===== src/rtl/csr_trap_seq.sv =====
// csr_trap_seq: writeback sequencer driving the CSR file for Zicsr ops, mret and trap entry.
module csr_trap_seq #(
  parameter int XLEN        = 64,
  parameter bit VECTORED_EN = 1'b1
) (
  input  logic            clk,
  input  logic            reset,
  input  logic            commit_valid,
  output logic            commit_ready,
  input  logic [XLEN-1:0] commit_pc,
  input  logic [1:0]      csr_op,
  input  logic [11:0]     csr_addr,
  input  logic [XLEN-1:0] csr_src,
  input  logic            is_mret,
  input  logic            exc_valid,
  input  logic            exc_intr,
  input  logic [3:0]      exc_code,
  input  logic [XLEN-1:0] exc_tval,
  output logic [11:0]     csr_ra,
  input  logic [XLEN-1:0] csr_rd,
  output logic            csr_wvalid,
  output logic [11:0]     csr_wa,
  output logic [XLEN-1:0] csr_wd,
  output logic            csr_is_mret,
  output logic            result_valid,
  output logic [XLEN-1:0] result,
  output logic            redirect_valid,
  output logic [XLEN-1:0] redirect_pc
);
  localparam logic [2:0] IDLE     = 3'd0;
  localparam logic [2:0] CSR_WR   = 3'd1;
  localparam logic [2:0] MRET     = 3'd2;
  localparam logic [2:0] T_EPC    = 3'd3;
  localparam logic [2:0] T_CAUSE  = 3'd4;
  localparam logic [2:0] T_TVAL   = 3'd5;
  localparam logic [2:0] T_STATUS = 3'd6;
  localparam logic [2:0] T_JUMP   = 3'd7;
  logic [2:0]      state_q, state_d;
  logic [XLEN-1:0] pc_q, tval_q, old_q, new_q, mtvec_q;
  logic [11:0]     addr_q;
  logic [3:0]      code_q;
  logic            intr_q, wr_q;
  logic            accept, take_exc, take_op, take_mret;
  logic [XLEN-1:0] new_val, status_wd, vec_off;
  assign accept    = commit_valid && state_q == IDLE;
  assign take_exc  = accept && exc_valid;
  assign take_op   = accept && !exc_valid && csr_op != 2'd0;
  assign take_mret = accept && !exc_valid && csr_op == 2'd0 && is_mret;
  assign new_val   = csr_op == 2'd1 ? csr_src : csr_op == 2'd2 ? (csr_rd | csr_src) : (csr_rd & ~csr_src);
  assign vec_off   = (VECTORED_EN && mtvec_q[1:0] == 2'b01 && intr_q) ? (XLEN'(code_q) << 2) : '0;
  // mstatus trap update: MPIE<=MIE, MIE<=0, MPP<=M
  always_comb begin
    status_wd        = csr_rd;
    status_wd[7]     = csr_rd[3];
    status_wd[3]     = 1'b0;
    status_wd[12:11] = 2'b11;
  end
  always_comb begin
    state_d = IDLE;
    case (state_q)
      IDLE:     state_d = take_exc ? T_EPC : take_op ? CSR_WR : take_mret ? MRET : IDLE;
      T_EPC:    state_d = T_CAUSE;
      T_CAUSE:  state_d = T_TVAL;
      T_TVAL:   state_d = T_STATUS;
      T_STATUS: state_d = T_JUMP;
      default:  state_d = IDLE;
    endcase
  end
  always_ff @(posedge clk or posedge reset) begin
    if (reset) begin
      state_q <= IDLE;
      pc_q    <= '0;
      tval_q  <= '0;
      old_q   <= '0;
      new_q   <= '0;
      mtvec_q <= '0;
      addr_q  <= '0;
      code_q  <= '0;
      intr_q  <= 1'b0;
      wr_q    <= 1'b0;
    end else begin
      state_q <= state_d;
      if (take_exc) begin
        pc_q   <= commit_pc;
        intr_q <= exc_intr;
        code_q <= exc_code;
        tval_q <= exc_tval;
      end
      if (take_op) begin
        old_q  <= csr_rd;
        new_q  <= new_val;
        addr_q <= csr_addr;
        wr_q   <= csr_op == 2'd1 || csr_src != '0;
      end
      if (take_mret) pc_q <= csr_rd;
      if (state_q == T_TVAL) mtvec_q <= csr_rd;
    end
  end
  always_comb begin
    commit_ready   = state_q == IDLE;
    csr_ra         = '0;
    csr_wvalid     = 1'b0;
    csr_wa         = '0;
    csr_wd         = '0;
    csr_is_mret    = 1'b0;
    result_valid   = 1'b0;
    result         = '0;
    redirect_valid = 1'b0;
    redirect_pc    = '0;
    case (state_q)
      IDLE:   csr_ra = take_mret ? 12'h341 : csr_addr;
      CSR_WR: begin
        result_valid = 1'b1;
        result       = old_q;
        csr_wvalid   = wr_q;
        csr_wa       = wr_q ? addr_q : '0;
        csr_wd       = wr_q ? new_q : '0;
      end
      MRET: begin
        csr_is_mret    = 1'b1;
        redirect_valid = 1'b1;
        redirect_pc    = pc_q;
      end
      T_EPC: begin
        csr_wvalid = 1'b1;
        csr_wa     = 12'h341;
        csr_wd     = {pc_q[XLEN-1:2], 2'b00};
      end
      T_CAUSE: begin
        csr_wvalid = 1'b1;
        csr_wa     = 12'h342;
        csr_wd     = {intr_q, {(XLEN-5){1'b0}}, code_q};
      end
      T_TVAL: begin
        csr_ra     = 12'h305;
        csr_wvalid = 1'b1;
        csr_wa     = 12'h343;
        csr_wd     = tval_q;
      end
      T_STATUS: begin
        csr_ra     = 12'h300;
        csr_wvalid = 1'b1;
        csr_wa     = 12'h300;
        csr_wd     = status_wd;
      end
      T_JUMP: begin
        redirect_valid = 1'b1;
        redirect_pc    = {mtvec_q[XLEN-1:2], 2'b00} + vec_off;
      end
      default: ;
    endcase
  end
endmodule


===== config.mk =====
export PLATFORM = sky130hd
export DESIGN_NAME = csr_trap_seq
export DESIGN_NICKNAME = d
export VERILOG_FILES = /design/src/rtl/csr_trap_seq.sv
export SDC_FILE = /design/constraint.sdc
export NUM_CORES = 1
export LEC_CHECK = 0
export BUFFER_PORTS_ARGS = -buffer_cell sky130_fd_sc_hd__buf_2
export CAP_MARGIN = 30
export CORE_UTILIZATION = 48
export DETAILED_ROUTE_END_ITERATION = 12
export GPL_TIMING_DRIVEN = 0
export PLACE_DENSITY = 0.78
export SLEW_MARGIN = 20
export SYNTH_ARGS = -nofsm -noshare
export SYNTH_HDL_FRONTEND = slang
export SYNTH_SLANG_ARGS = --single-unit

===== constraint.sdc =====
create_clock -name clk -period 11.25 [get_ports clk]
set_input_delay 1.6875 -clock clk [delete_from_list [all_inputs] [get_ports clk]]
set_output_delay 1.6875 -clock clk [all_outputs]
set_load 0.05 [all_outputs]

# After elaboration in Yosys (flattened, before gate mapping)
# Index checks and enable logic that the tools add are counted.
# totals
register_bits	341
# op_classes
add_sub_neg	1
n_eq_ne	10
n_mux	21
n_bitwise	3
n_reduce_logical	16
# ops
operator	count
64-bit two-way mux	6
64-bit one-hot mux with 5 select lines	1
64-bit one-hot mux with 2 select lines	1
64-bit by 6-bit adder with 64-bit output	1
64-bit bitwise AND	1
64-bit NOT	1
64-bit OR	1
64-bit nonzero test	1
12-bit one-hot mux with 5 select lines	1
12-bit one-hot mux with 3 select lines	1
12-bit two-way mux	2
3-bit one-hot mux with 5 select lines	1
3-bit equality test, second input constant	4
1-bit logical AND	7
3-bit by 2-bit equality test with 1-bit output, second input constant	2
2-bit two-way mux	3
6-bit two-way mux	1
2-bit by 1-bit equality test with 1-bit output, second input constant	2
2-bit nonzero test	2
4-bit OR reduction	1
3-bit by 1-bit equality test with 1-bit output, second input constant	1
3-bit logical NOT	1
1-bit two-way mux	3
2-bit equality test, second input constant	1
5 further kinds	5

# Depth between registers and ports, before layout
# Gate-level depths: netlist (run 1).
# depth
depth_word	9
ltp_mapped	12

# Worst setup path before layout (run 1)
# Ideal clock, no wire load.
# synth_path
path_kind	reg2out
from	reg mtvec_q[1]
to	out redirect_pc[24]
t_arrival_ns	3.337
setup_slack_ns	6.225
path_stages_with_launch	12
path_buffers	0
path_cell_list	dfrtp_1 > and3b_1 > and2_1 > ha_1 > inv_1 > fa_1 > nor2b_1 > o31ai_1 > nor4_1 > nand4_1 > xor2_1 > o21ai_0
# synth_via
elab_chain_len	5
# synth_lines
element	line	text
from (decl)	39	logic [XLEN-1:0] pc_q, tval_q, old_q, new_q, mtvec_q;
from (signal assigned)	96	if (state_q == T_TVAL) mtvec_q <= csr_rd;
2-bit by 1-bit equality test with 1-bit output	50	assign vec_off = (VECTORED_EN && mtvec_q[1:0] == 2'b01 && intr_q) ? (XLEN'(code_q) << 2) : '0;
1-bit logical AND	50	
6-bit two-way mux	50	
64-bit by 6-bit adder with 64-bit output	148	redirect_pc = {mtvec_q[XLEN-1:2], 2'b00} + vec_off;
64-bit one-hot mux with 2 select lines	110	case (state_q)
to (decl)	28	output logic [XLEN-1:0] redirect_pc
# Every way passes these cells.

# Worst setup path in the final report (run 1)
# layout_path
from	reg intr_q
to	out redirect_pc[41]
# layout_via
elab_chain_len	4
# layout_lines
element	line	text
from (decl)	42	logic intr_q, wr_q;
from (signal assigned)	85	intr_q <= exc_intr;
1-bit logical AND	50	
6-bit two-way mux	50	
64-bit by 6-bit adder with 64-bit output	148	
64-bit one-hot mux with 2 select lines	110	
# Every way passes these cells.

==> out/metrics.yaml, run 1 <==
drv_slew: 0
yosysTopAreaCell: "dfrtp_1"
hold_class: "reg -> reg"
ys_ff_latch: 341
drive_above_1_share: 0.234
critPathLaunchType: "flop"
grt_max_degree: 102
firstDrtPassIters: 7
design.die.area_um2: 38800
htreeDepth: 2
hold_violations: 0
clk_latency_ns: 0.54
relSlewSlack: 0.244
cts-resized-gates: 0
drt_iter0_markers: 2109
rows: 71
wirelength_um: 83700
leakage_uw: 0.0113
power_uw: 6750
synth_top_area_frac: 0.468
postCtsSetupBuffers: 0
maxCapViolCount: 0
grt_overflow: 0
portBuffers: 498
synthToLayoutAreaGrowth_pct: 25.3
drc: 0
synth-edff-count: 0
wire_per_inst_um: 25.3
status: "complete, no violations"
finalClockSkew_ns: 0.0103
syn-cell-area_um2: 18200
via_per_inst: 5.99
timing.final.crit_period_ns: 6.30
setup_viol: 0
final_cell_count_no_fill: 3309
numPlacedInstances: 3230
path_max_fanout: 10
post-route-period-util: 0.560
yosys_warnings: 0
grt_pass1_wl_um: 120000
cts_tree: "done"
end_kind: "output pin"
tightest_slew_ns: 1.13
nets: 3053
die_height_um: 197
initial_core_util: 0.487
cts_hold_buf: 0
antenna_found_initial: 3
rsz0062_at_grt: "no"
num_vias: 19800
yosysMostFrequentCell: "nand2_1"
cts_made_buffers: 39
crit_start: "intr_q"
pin_count: 501
hp-start: "old_q[9]"
drtAntennaViolNets: 0
synth_area_leaders: "dfrtp_1 47%, nand2_1 16%, a22oi_1 7.3%, o21ai_0 5.7%, mux2_2 4.0%"
cts_root_buffer: "clkbuf_16"
synthArstFlopShare: 1.00
yosys_most_used_dff: "dfrtp_1"
worstPathArrival_ns: 4.61
yosysSeqAreaShare: 0.468
syn_nets: 2497
grtUsageTotal: 0.424
hpwlAfterDp_um: 61900
max_freq_mhz: 159
yosys-top-cells-count: "793 x nand2_1, 341 x dfrtp_1, 208 x o21ai_0, 178 x a22oi_1, 143 x clkbuf_1"
clock_sinks: 341
synth_cell_types: 50
crit_required_ns: 9.56
syn_avg_cell_area_um2: 8.25
gp_congestion: 0.976
synthCells: 2212
peakVddDrop_mv: 0.285
clkSlewWorstSetupHoldPaths_ns: 0.06
grt_pass1_vias: 18700
cts_buffer_depth: 3
powerDensity_nw_per_um2: 295
critical_path_class: "reg -> out"
die_width_um: 197
worstReg2RegStart: "state_q[1]"
core_um2: 37500
==> final cells by class <==
| cell class | count | area [µm²] |
|---|---|---|
| inverters | 19 | 78.8 |
| multi-input cells | 1698 | 9060 |
| plain buffers | 154 | 587 |
| clock buffers | 61 | 1210 |
| fillers | 3451 | 14600 |
| well taps | 511 | 639 |
| diodes | 5 | 12.5 |
| clock inverters | 5 | 30.0 |
| flip-flops and latches | 341 | 8530 |
| repair buffers | 515 | 2710 |
==> placed cells by master (no fill, tap or decap), types with 3 or more instances in the layout <==
master and n:
nand2_1 793, buf_2 500, dfrtp_1 341, o21ai_0 208
a22oi_1 178, clkbuf_1 152, xnor2_1 71, and2_1 70
mux2_2 64, nor2_1 62, a21oi_1 42, clkbuf_16 41
nor4_1 30, nand3_1 28, nand4_1 25, and3_1 24
xor2_1 21, inv_1 17, o21ai_1 16, clkbuf_8 11
nor3_1 10, buf_1 9, buf_6 9, nor2b_1 6
diode_2 5, mux2i_1 5, nor3_2 5, nand2b_1 4
ha_1 4, a221o_1 3, clkinv_2 3, buf_4 3
buf_16 3
==> layer usage <==
layer	vias to the layer above	wire, µm	track usage	part of all wire
li1	8604	-	-	-
met1	9446	31300	0.543	0.37
met2	1470	37300	0.647	0.45
met3	313	9710	0.103	0.12
met4	4	5430	0.264	0.065
met5	-	21	0	0.00025
==> state kept, by name, indices dropped and copies added, names as in the netlist <==
signal	cells
code_q	4
state_q	3
pc_q	64
addr_q	12
new_q	64
old_q	64
mtvec_q	64
wr_q	1
tval_q	64
intr_q	1
==> cells by family (layout without fill, tap and decap cells) <==
logic type / after synthesis / count (layout) / synth area share
fa+ha+maj: 5 / 5 / 0.00384
other cells: 0 / 5 / 0
flops: 341 / 341 / 0.468
buf+inv: 173 / 754 / 0.0361
simple gates: 1074 / 1074 / 0.253
xor+xnor: 92 / 92 / 0.0442
mux: 69 / 69 / 0.0423
compound gates: 458 / 458 / 0.153
==> through the flow <==
| step | setup slack [ns] | utilization | setup TNS, ns | hold slack [ns] | area (µm²) |
|---|---|---|---|---|---|
| 3_5_place_dp | 5.54 | 0.574 | 0 | 0.455 | 21500 |
| 3_3_place_gp | -3.80 | 0.570 | -1281.27 | 0.449 | 21400 |
| 2_1_floorplan | 0.111 | - | 0 | 0.437 | 18200 |
| 6_report | 4.95 | 0.610 | 0 | 0.468 | 22900 |
| 4_1_cts | 5.09 | 0.607 | 0 | 0.469 | 22800 |
| 5_1_grt | 4.95 | 0.610 | 0 | 0.488 | 22900 |
==> power breakdown <==
group | switching, µW | internal (µW) | leakage, µW
clock network | 529 | 735 | 0.000607
registers | 492 | 1820 | 0.00422
logic | 2290 | 884 | 0.00650
total | 3310 | 3440 | 0.0113
==> final timing paths <==
kind | slack (ns) | to | cells past startpoint
worst max-delay path | 4.95 | redirect_pc[41] | 11
worst min-delay path | 0.47 | old_q[9] | 2
worst max register to register | 7.81 | pc_q[10] | 10
worst min register to register | 0.47 | old_q[9] | 2
max in group asynchronous | 8.79 | new_q[50] | 4
min in group asynchronous | 1.14 | old_q[17] | 2
==> critical path: stages, from the launching register on <==
cell and delay [ns]:
dfrtp_1 0.39, and3b_1 0.22, and2_1 0.19, ha_1 0.38
nand3_1 0.11, o22ai_1 0.69, clkbuf_1 0.77, nand2_1 0.37
nor2_1 0.33, xnor2_1 0.09, o21ai_0 0.23, buf_2 0.31
Power figures use the tool's default switching activity.
==> inputs of run 2 (changes only) <==
Settings changed: CORE_AREA set to 2 2 195 197, CORE_UTILIZATION 48 to not set, DIE_AREA set to 0 0 197 199, PLACE_DENSITY 0.78 to 0.77.
Clock period 11.25 ns to 6.5 ns, I/O delays scaled along.
==> out/metrics.yaml, run 2 (synthesis gave the netlist of run 1 again) <==
status: "complete, no violations"
cts_tree: "done"
grt_pass1_wl_um: 120000  # +0.63%
firstDrtPassIters: 6  # -1
tightest_slew_ns: 1.15  # +0.0174 ns
relSlewSlack: 0.235  # -0.00904
design.die.area_um2: 39200  # +1.1%
drtAntennaViolNets: 0  # unchanged
critical_path.top_delay_family: "simple AND/OR/NAND/NOR gates"
clk_latency_ns: 0.54  # about the same
end_kind: "output pin"
max_freq_mhz: 181
cts_made_buffers: 39  # unchanged
drive_above_1_share: 0.234  # about the same
grtUsageTotal: 0.422  # -0.00207
hpwlAfterDp_um: 63500  # +2.6%
synthToLayoutAreaGrowth_pct: 26.0
cts_hold_buf: 0  # unchanged
cts_buffer_depth: 3  # unchanged
pin_count: 501  # unchanged
die_width_um: 197  # about the same
cp_slowest_cell: "clkbuf_1"
critPathMaxStageDelay_ns: 0.72  # -0.05 ns
num_vias: 19700  # -0.86%
core_um2: 37100  # -0.95%
finalSetupTns_ns: 0  # unchanged
clock_sinks: 341  # unchanged
crit_start: "intr_q"
r2r_cells: 10  # unchanged
critPathLaunchType: "flop"
fillers: 3340  # -3.2%
path_max_fanout: 10  # unchanged
hold_violations: 0  # unchanged
numPlacedInstances: 3199  # -0.96%
postCtsSetupBuffers: 0  # unchanged
via_per_inst: 6.01  # +0.20%
setup_viol: 0  # unchanged
wire_per_inst_um: 25.7  # +1.5%
fin_ws_ns: 0.977  # -3.98 ns
seq_area_um2: 8530  # unchanged
final_cell_count_no_fill: 3274  # -1.1%
cts-resized-gates: 0  # unchanged
regToRegSetupSlack_ns: 2.78  # -5.03 ns
finalClockSkew_ns: 0.00846  # -0.00183 ns
post-route-period-util: 0.850
clkSlewWorstSetupHoldPaths_ns: 0.06  # about the same
antenna_found_initial: 8  # +5
cts_root_buffer: "clkbuf_16"
worstPathArrival_ns: 4.55  # -0.06 ns
crit_buf_inv: 2  # unchanged
nets: 3053  # unchanged
grt_pass1_vias: 18700  # -0.13%
power_uw: 11800  # +76%
r2r_end: "pc_q[10]"
wirelength_um: 84100  # +0.42%
multi_input_area_um2: 9060  # unchanged
hold_ws_ns: 0.407  # -0.0602 ns
leakage_uw: 0.0114  # +0.61%
mostFrequentLayoutCells: "793 x nand2_1, 500 x buf_2, 341 x dfrtp_1"
hold_class: "in -> async"
drc: 0  # unchanged
grt_overflow: 0  # unchanged
rsz0062_at_grt: "no"
rows: 71  # unchanged
drv_slew: 0  # unchanged
powerDensity_nw_per_um2: 516  # +75%
crit_chain: "and3b_1 > and2_1 > ha_1 > a21oi_1 > o22ai_1 > clkbuf_1 > nand4_1 > nor3_1 > xnor2_1 > o21ai_0 > buf_2"
timing.final.crit_period_ns: 5.52
critical_path_class: "reg -> out"
endpoint: "redirect_pc[43]"
peakVddDrop_mv: 0.385  # +35%
portBuffers: 498  # unchanged
grt_max_degree: 36  # -65%
final_common_cell: "nand2_1"
crit_required_ns: 5.52  # -4.04 ns
maxCapViolCount: 0  # unchanged
htreeDepth: 2  # unchanged
initial_core_util: 0.491  # +0.00466
drt_iter0_markers: 2107  # -0.095%
place_ws_ns: 1.70  # -3.84 ns
die_height_um: 199  # +1.0%
gp_congestion: 0.944  # -3.3%
worstReg2RegStart: "state_q[2]"
worst-path-stages: 11  # unchanged
==> run 2: cell types whose count changed in the layout (fill, tap and decap cells not counted) <==
cell and delta:
clkbuf_1 +1, buf_8 +1, buf_16 -3, bufinv_16 +5, clkbuf_8 -3, buf_4 -2
inv_8 -1, clkinv_2 +1, buf_12 +11, clkinvlp_4 -1, buf_6 -7
==> run 2: per-layer routing <==
layer	share of wire	vias up	global-route usage
met4	0.065	4	0.253
met1	0.38	9396	0.540
met5	0.00037	-	0
met2	0.45	1337	0.655
li1	-	8610	-
met3	0.11	319	0.0988
==> run 2: power by group <==
part           switching, µW  total (µW)  internal, µW  leakage, µW
Combinational           3970        5480          1510      0.00652
Sequential               862        4010          3150      0.00422
Clock                    921        2360          1440     0.000661
==> run 2: final cells by class <==
| type | count | area share |
|---|---|---|
| Multi-Input combinational cell | 1698 | 0.394 |
| Sequential cell | 341 | 0.371 |
| Timing Repair Buffer | 515 | 0.121 |
| Clock buffer | 59 | 0.0511 |
| Tap cell | 474 | 0.0258 |
| Buffer | 154 | 0.0255 |
| Clock inverter | 9 | 0.00741 |
| Inverter | 19 | 0.00327 |
| Antenna cell | 5 | 0.000545 |
==> run 2: worst min path at each step <==
stage / slack, ns / to
detailed placement: 0.45 / old_q[22]
global placement: 0.45 / old_q[31]
CTS: 0.40 / old_q[18]
floorplan: 0.44 / old_q[0]
global route: 0.43 / old_q[15]
finish: 0.41 / old_q[17]
==> run 2: through the flow <==
step           utilization  cell area (µm²)
3_3_place_gp         0.574            21300
5_1_grt              0.619            23000
3_5_place_dp         0.582            21600
6_report             0.619            23000
4_1_cts              0.618            22900
2_1_floorplan            -            18200
